[src/rtl/jedro_1_defines.sv]
// Shared definitions for the jedro_1 interrupt path: mcause values and scheduler states.
package jedro_1_defines;

    localparam logic [31:0] CSR_MCAUSE_MSI = 32'h8000_0003;
    localparam logic [31:0] CSR_MCAUSE_MTI = 32'h8000_0007;
    localparam logic [31:0] CSR_MCAUSE_MEI = 32'h8000_000B;

    // The exception code fits in the low nibble; the interrupt flag is the MSB.
    localparam int IRQ_CODE_W = 4;
    localparam logic [IRQ_CODE_W-1:0] IRQ_CODE_MSI = CSR_MCAUSE_MSI[IRQ_CODE_W-1:0];
    localparam logic [IRQ_CODE_W-1:0] IRQ_CODE_MTI = CSR_MCAUSE_MTI[IRQ_CODE_W-1:0];
    localparam logic [IRQ_CODE_W-1:0] IRQ_CODE_MEI = CSR_MCAUSE_MEI[IRQ_CODE_W-1:0];

    typedef enum logic [1:0] {
        IRQ_IDLE,
        IRQ_DRAIN,
        IRQ_TAKE,
        IRQ_WAIT_CLR
    } irq_state_e;

endpackage

[src/rtl/jedro_1_sync.sv]
// N-stage single-bit synchroniser for an asynchronous level input.
// Latency STAGES cycles; no backpressure.
module jedro_1_sync #(
    parameter int STAGES = 2
) (
    input  logic clk_i,
    input  logic rstn_i,
    input  logic d_i,
    output logic q_o
);

    logic [STAGES-1:0] sync_q;

    always_ff @(posedge clk_i or negedge rstn_i) begin
        if (!rstn_i) begin
            sync_q <= '0;
        end else begin
            sync_q <= {sync_q[STAGES-2:0], d_i};
        end
    end

    assign q_o = sync_q[STAGES-1];

endmodule

[src/rtl/jedro_1_irq_ctrl.sv]
// Interrupt scheduler: synchronises irq lines, stalls fetch, waits for drain, issues a one-cycle take.
// Pending latency SYNC_STAGES cycles; take follows drain by one cycle; exc_busy_i postpones the take.
module jedro_1_irq_ctrl
    import jedro_1_defines::*;
#(
    parameter int DATA_WIDTH  = 32,
    parameter int SYNC_STAGES = 2
) (
    input  logic                  clk_i,
    input  logic                  rstn_i,
    input  logic                  sw_irq_i,
    input  logic                  timer_irq_i,
    input  logic                  ext_irq_i,
    input  logic                  mstatus_mie_i,
    input  logic [2:0]            mie_i,
    input  logic                  exc_busy_i,
    input  logic                  drained_i,
    input  logic [DATA_WIDTH-1:0] next_pc_i,
    output logic [2:0]            irq_pending_o,
    output logic                  stall_ro,
    output logic                  irq_taken_ro,
    output logic [DATA_WIDTH-1:0] irq_cause_ro,
    output logic [DATA_WIDTH-1:0] irq_epc_ro
);

    logic [2:0] irq_raw;
    logic [2:0] elig;
    logic       any_elig;

    logic [IRQ_CODE_W-1:0] sel_code;
    logic [DATA_WIDTH-1:0] sel_cause;

    irq_state_e            state_q, state_d;
    logic                  stall_q, stall_d;
    logic                  taken_q, taken_d;
    logic [DATA_WIDTH-1:0] cause_q, cause_d;
    logic [DATA_WIDTH-1:0] epc_q,   epc_d;

    assign irq_raw = {ext_irq_i, timer_irq_i, sw_irq_i};

    for (genvar i = 0; i < 3; i++) begin : g_sync
        jedro_1_sync #(
            .STAGES (SYNC_STAGES)
        ) u_sync (
            .clk_i  (clk_i),
            .rstn_i (rstn_i),
            .d_i    (irq_raw[i]),
            .q_o    (irq_pending_o[i])
        );
    end

    assign elig     = irq_pending_o & mie_i & {3{mstatus_mie_i}};
    assign any_elig = |elig;

    // Fixed priority MEI > MSI > MTI, as in the privileged architecture.
    always_comb begin
        sel_code = '0;
        if (elig[2]) begin
            sel_code = IRQ_CODE_MEI;
        end else if (elig[0]) begin
            sel_code = IRQ_CODE_MSI;
        end else if (elig[1]) begin
            sel_code = IRQ_CODE_MTI;
        end
    end

    always_comb begin
        sel_cause                   = '0;
        sel_cause[DATA_WIDTH-1]     = 1'b1;
        sel_cause[IRQ_CODE_W-1:0]   = sel_code;
    end

    always_comb begin
        state_d = state_q;
        stall_d = stall_q;
        taken_d = 1'b0;
        cause_d = cause_q;
        epc_d   = epc_q;
        unique case (state_q)
            IRQ_IDLE: begin
                if (any_elig && !exc_busy_i) begin
                    state_d = IRQ_DRAIN;
                    stall_d = 1'b1;
                end
            end
            IRQ_DRAIN: begin
                // Selection is redone here so enable changes during drain are honoured.
                if (drained_i && !exc_busy_i && any_elig) begin
                    state_d = IRQ_TAKE;
                    taken_d = 1'b1;
                    cause_d = sel_cause;
                    epc_d   = next_pc_i;
                end else if (!any_elig) begin
                    state_d = IRQ_IDLE;
                    stall_d = 1'b0;
                end
            end
            IRQ_TAKE: begin
                state_d = IRQ_WAIT_CLR;
                stall_d = 1'b0;
            end
            IRQ_WAIT_CLR: begin
                // Wait for trap entry to clear MIE so the same pending line is not taken twice.
                if (!mstatus_mie_i) begin
                    state_d = IRQ_IDLE;
                end
            end
            default: begin
                state_d = IRQ_IDLE;
                stall_d = 1'b0;
            end
        endcase
    end

    always_ff @(posedge clk_i or negedge rstn_i) begin
        if (!rstn_i) begin
            state_q <= IRQ_IDLE;
            stall_q <= 1'b0;
            taken_q <= 1'b0;
            cause_q <= '0;
            epc_q   <= '0;
        end else begin
            state_q <= state_d;
            stall_q <= stall_d;
            taken_q <= taken_d;
            cause_q <= cause_d;
            epc_q   <= epc_d;
        end
    end

    assign stall_ro     = stall_q;
    assign irq_taken_ro = taken_q;
    assign irq_cause_ro = cause_q;
    assign irq_epc_ro   = epc_q;

endmodule

[config.mk]
export PLATFORM = sky130hd
export DESIGN_NAME = jedro_1_irq_ctrl
export DESIGN_NICKNAME = d
export VERILOG_FILES = /design/src/rtl/jedro_1_defines.sv /design/src/rtl/jedro_1_sync.sv /design/src/rtl/jedro_1_irq_ctrl.sv
export SDC_FILE = /design/constraint.sdc
export NUM_CORES = 1
export LEC_CHECK = 0
export BUFFER_PORTS_ARGS = -buffer_cell sky130_fd_sc_hd__buf_2
export CAP_MARGIN = 20
export CORE_ASPECT_RATIO = 0.75
export CORE_MARGIN = 2
export CORE_UTILIZATION = 44
export DETAILED_ROUTE_END_ITERATION = 12
export PLACE_DENSITY_LB_ADDON = 0.1
export REMOVE_ABC_BUFFERS = 1
export SYNTH_ARGS = -nofsm -noshare
export SYNTH_HDL_FRONTEND = slang
export SYNTH_SLANG_ARGS = --single-unit
[constraint.sdc]
create_clock -name clk_i -period 2.1 [get_ports clk_i]
set_input_delay 0.42 -clock clk_i [delete_from_list [all_inputs] [get_ports clk_i]]
set_output_delay 0.42 -clock clk_i [all_outputs]
set_load 0.005 [all_outputs]
# Word level (Yosys, flattened, before mapping)
# Cells that the tools add are included.
totals:
  out_inout_bits: 69
  ff_bits: 47
op_classes:
  reduce_logical: 10
  n_bitwise: 2
  mux: 14
  eq_ne: 8
ops:
  columns: ["operator", "count"]
  rows:
  - ["$mux W2", 4]
  - ["$ne A2 B2 Y1 const B", 4]
  - ["$pmux W2 S4", 1]
  - ["$and A3 B3 Y3", 2]
  - ["$mux W3", 2]
  - ["$mux W1", 5]
  - ["$eq A2 B2 Y1 const B", 2]
  - ["$mux W4", 1]
  - ["$reduce_and A4 Y1", 1]
  - ["$logic_and A1 B1 Y1", 3]
  - ["$ne A3 B3 Y1 const B", 1]
  - ["$pmux W1 S3", 1]
  - ["$reduce_and A3 Y1", 1]
  - ["$reduce_bool A3 Y1", 1]
  - ["$reduce_or A3 Y1", 1]
  - ["$eq A2 B1 Y1 const B", 1]
  - ["$logic_not A2 Y1", 1]
  - ["$reduce_and A2 Y1", 1]
  - ["$logic_not A1 Y1", 1]

# Logic depth before layout (Yosys ltp)
depth:
  word_depth: 6
  ltp_mapped: 8

# By module
# A second synthesis with hierarchy kept.
hier_totals:
  hier_cells: 142
  area_unflattened_um2: 2058.2
modules_own_cells:
  columns: ["module", "area_each_um2", "instances", "cells_each", "seq_area_each_um2"]
  rows:
  - ["jedro_1_irq_ctrl", 1908.1, 1, 136, 1001.0]
  - ["jedro_1_sync", 50.0, 3, 2, 50.0]

# Worst setup path after synthesis
# Ideal clock, no wire load.
synth_path:
  path_type: "in2reg"
  start: "input mie_i[2]"
  end: "register cause_q[2], in the netlist irq_cause_ro[2]"
  path_stages: 5
  t_arrival_ns: 1.592
  n_path_buf: 2
  setup_ns: 0.125
  path_slack_ns: 0.383
  cell_sequence: "a222oi_1 nor3_1 buf_6 buf_6 mux2_4"
synth_via:
  elab_chain_cells: 5
  word_cells_on_any_way: 6
synth_rtl:
  columns: ["item", "line", "text"]
  rows:
  - ["from (decl)", "jedro_1_irq_ctrl.sv:15", "input logic [2:0] mie_i,"]
  - ["$and A3 B3 Y3 * (2 in a row)", "jedro_1_irq_ctrl.sv:52", "assign elig = irq_pending_o & mie_i & {3{mstatus_mie_i}};"]
  - ["$reduce_or A3 Y1", "jedro_1_irq_ctrl.sv:53", "assign any_elig = |elig;"]
  - ["$logic_and A1 B1 Y1", "jedro_1_irq_ctrl.sv:88", "if (drained_i && !exc_busy_i && any_elig) begin"]
  - ["$reduce_and A2 Y1 (no source line)", null, null]
  - ["to (signal assigned)", "jedro_1_irq_ctrl.sv:126", "cause_q <= cause_d;"]
  - ["to (decl)", "jedro_1_irq_ctrl.sv:36", "logic [DATA_WIDTH-1:0] cause_q, cause_d;"]
# Mark *: on every way between the ends. The rest lies on a longest branch, timed or not.
# A chain may end at the register's enable or synchronous reset.

# Final worst setup path
layout_path:
  start: "register g_sync[2].u_sync.sync_q[1]"
  end: "register state_q[0]"
layout_via:
  elab_chain_cells: 6
  word_cells_on_any_way: 10
layout_rtl:
  columns: ["item", "line", "text"]
  rows:
  - ["from (decl)", "jedro_1_sync.sv:12", "logic [STAGES-1:0] sync_q;"]
  - ["from (signal assigned)", "jedro_1_sync.sv:18", "sync_q <= {sync_q[STAGES-2:0], d_i};"]
  - ["$and A3 B3 Y3 * (2 in a row)", "jedro_1_irq_ctrl.sv:52", null]
  - ["$reduce_or A3 Y1 *", "jedro_1_irq_ctrl.sv:53", null]
  - ["$logic_and A1 B1 Y1, on equally long branches", "jedro_1_irq_ctrl.sv:88, jedro_1_irq_ctrl.sv:81", null]
  - ["$mux W2 (tied with other cells)", "jedro_1_irq_ctrl.sv:88", null]
  - ["$pmux W2 S4 / $reduce_and A3 Y1 (equally long branches)", null, null]
  - ["to (signal assigned)", "jedro_1_irq_ctrl.sv:123", "state_q <= state_d;"]
  - ["to (decl)", "jedro_1_irq_ctrl.sv:33", "irq_state_e state_q, state_d;"]
# Marks and branches as above.

==> summary.md <==
| Metric | Value |
|---|---|
| CP Buf/Inv Count | 0 |
| I/O pins | 112 |
| R2R depth | 4 |
| Slew Limit Headroom | ~60% |
| Average wire per standard cell | about 13 um |
| Worst R2R Setup Slack | 0.20 ns |
| Clock power share | 18.5% |
| Crit path cell chain | a222oi_1 > nor2_1 > a221oi_1 > mux2i_1 |
| Area Overhead vs Synth | 22.1% |
| Finished Layout Cells | between 200 and 300 |
| Post-CTS setup buffers | 0 |
| Share of cells above drive strength 1 | between 50% and 60% |
| Crit end category | register |
| Lkg Pwr | 1.34 nW |
| Largest net degree at the start of global routing | 26 |
| Root Driver | clkbuf_8 |
| Commonest cells in the synthesized netlist | 46 x dfrtp_1, 31 x buf_4, 18 x mux2_2 |
| Cell Pwr Density | approximately 1200 nW/um^2 |
| Dpl cells | 282 |
| Post-DP Area | roughly 2400 um^2 |
| CTS buffer count | 5 |
| Main synth FF type | dfrtp_1 |
| Resize count post-CTS | 0 |
| Critical-path top delay cell | a222oi_1 |
| Area leader, netlist | dfrtp_1 |
| TritonCTS clock tree | done |
| Crit-path max FO | 4 |
| Starting Density | between 40% and 50% |
| Synthesized cell area | about 2100 um^2 |
| H-tree Lvls | 2 |
| Die width | roughly 83 um |
| First-pass GRT wire length | 6.46 mm |
| Fill cells | a little under 400 |
| Skew-Pair Late Insertion Delay | approximately 0.29 ns |
| Min Hold Slack | about 0.096 ns |
| Yosys cell types | 26 |
| Combinational power share | about a third |
| Final count of pins violating max slew | 0 |
| DP HPWL | 2.87 mm |
| Largest cells by area after synthesis | dfrtp_1 55%, buf_4 11%, mux2_4 11% |
| Seq cells post-synth | 46 |
| CP Data Arrival Time | between 2 and 2.5 ns |
| Slack of the critical path | a little over 0.2 ns |
| Worst Path Required | 2.31 ns |
| Number of flops mapped to enable cells by yosys | 0 |
| Post-synthesis sequential area ratio | 55.5% |
| Starting DRT DRC Count | 98 |
| Max_cap viols | 0 |
| CP top delay family | compound AO/OA/AOI/OAI gates |
| Layout net count | 280 |
| Clk_skew | 0.00943 ns |
| Detail Route Antenna Nets | 0 |
| Worst-Margin Slew | approximately 0.6 ns |
| Crit path kind | register to register |
| Async SR Flop Fraction | 100% |
| Reg-to-reg startpoint | g_sync[2].u_sync.sync_q[1] |
| Post-synth top area share | between 50% and 60% |
| Total gr overflow | 0 |
| Startpoint Class | register |
| Overall Power | about 3.1 mW |
| Final Critical Period | approximately 1.9 ns |
| Initial antenna violation count | 0 |
| DR vias | between 1000 and 1500 |
| Count leader, synth | dfrtp_1 |
| FP Rows | 21 |
| CTS Sinks | 46 |
| Post-CTS Hold Buffers | 0 |
| Reg power frac | a little under half |
| Final period util | 90.3% |
| DRT Wirelength | ~3.8 mm |
| Antenna cell count | 0 |
| Avg Vias per Cell | approximately 4.7 |
| Syn Inst Count | between 100 and 150 |
| Die Area | roughly 5300 um^2 |
| Power Internal | between 2 and 2.5 mW |
| PortBufs | between 80 and 90 |
| Placer Congestion | between 0.8 and 0.9 |
| Switching Power | 891 uW |
| GRT Total Usage | 15.4% |
| Switch share | between 20% and 30% |
| Final setup fails | 0 |
| # DRC | 0 |
| HP Class | input pin to async pin |
| YS warnings | 0 |
| R2r endpoint | state_q[0] |
| Vias in the first global route | 1317 |
| Core area | 4490 um^2 |
| Worst-path clk slew | about 0.080 ns |
| Max Buffers Root-to-Sink | 2 |
| Crit path from | g_sync[2].u_sync.sync_q[1] |
| Worst VDD drop | between 0.6 and 0.7 mV |
| Mean area per synthesized cell | about 14 um^2 |
| Max frequency | ~530 MHz |
| Die height | ~63 um |
| Post-route cell area | 2530 um^2 |
| RSZ-0062 raised after global routing | false |
| Final hold violation count | 0 |
| DP Worst Slack | approximately 0.17 ns |
| 1st-pass router iterations | 4 |
| Run status | complete, no violations |
| Max incr delay on CP | approximately 0.61 ns |
[layer usage]
layer	vias up	global-route usage, %	wire length (um)
li1	612	-	-
met1	648	18.4	1550
met2	90	25.7	1840
met3	2	7.08	427
met4	0	3.28	12
met5	-	0	0
[power by group through the flow]
stage	Combinational (mW)	Clock [mW]	Sequential, mW
finish	1.08	0.578	1.46
global route	1.20	0.663	1.53
CTS	1.10	0.609	1.47
detailed placement	1.10	0	1.48
global placement	1.07	0	1.46
floorplan	0.549	0	1.50
[flip-flops by register name (all words and copies together), names as in the netlist, named ones only]
name                  cells
stall_ro                  1
irq_taken_ro              1
g_sync.u_sync.sync_q      6
irq_epc_ro               32
irq_cause_ro              4
state_q                   1
[cell usage in the layout, fill, tap and decap left out, types with 2 or more instances in the layout]
master / synthesis / layout
buf_2: 1 / 84
dfrtp_1: 46 / 46
conb_1: 1 / 27
mux2_2: 18 / 18
mux2_4: 15 / 15
clkbuf_8: 0 / 7
ha_1: 5 / 5
buf_4: 31 / 4
inv_1: 3 / 3
nand2b_1: 2 / 2
o21ai_0: 2 / 2
a221oi_1: 2 / 2
or2_2: 2 / 2
nor2_1: 2 / 2
a21oi_1: 2 / 2
[metrics by stage]
stage	setup TNS (ns)	util, %
2_1_floorplan	-80.62	-
3_5_place_dp	0	54.1
6_report	0	56.4
3_3_place_gp	0	54.1
4_1_cts	0	56.4
5_1_grt	0	56.4
[worst register-to-register path: cells and delay by family (launching register included)]
family / cells / cell delay (ns)
muxes: 1 / 0.22
AOI/OAI and AO/OA: 2 / 0.99
DFF: 1 / 0.43
and+or+nand+nor: 1 / 0.19
[logic make-up after synthesis]
group           Yosys count  synth area share [%]
compound gates           12                  4.10
fa+ha+maj                 5                  3.01
buf+inv                  38                  13.6
flops                    46                  55.5
mux                      34                  21.1
other cells               1                 0.181
simple gates             10                  2.53
[how the worst max path moves through the flow]
| stage | depth (start not counted) | slack [ns] | endpoint |
|---|---|---|---|
| 6_report | 4 | 0.20 | state_q[0] |
| 5_1_grt | 4 | 0.03 | state_q[0] |
| 4_1_cts | 4 | 0.26 | state_q[0] |
| 3_5_place_dp | 5 | 0.17 | irq_epc_ro[28] |
| 3_3_place_gp | 5 | 0.23 | state_q[0] |
| 2_1_floorplan | 5 | -2.22 | irq_epc_ro[10] |
[cell type report]
cell class,count,area (um^2),area share (%)
clock buffer,7,96.3,3.80
clock inverter,1,8.76,0.346
inverter,3,11.3,0.444
multi-input combinational,88,744,29.4
sequential,46,1150,45.4
tap,57,71.3,2.81
timing repair buffer,88,450,17.8
Power figures use the tool's default switching activity.
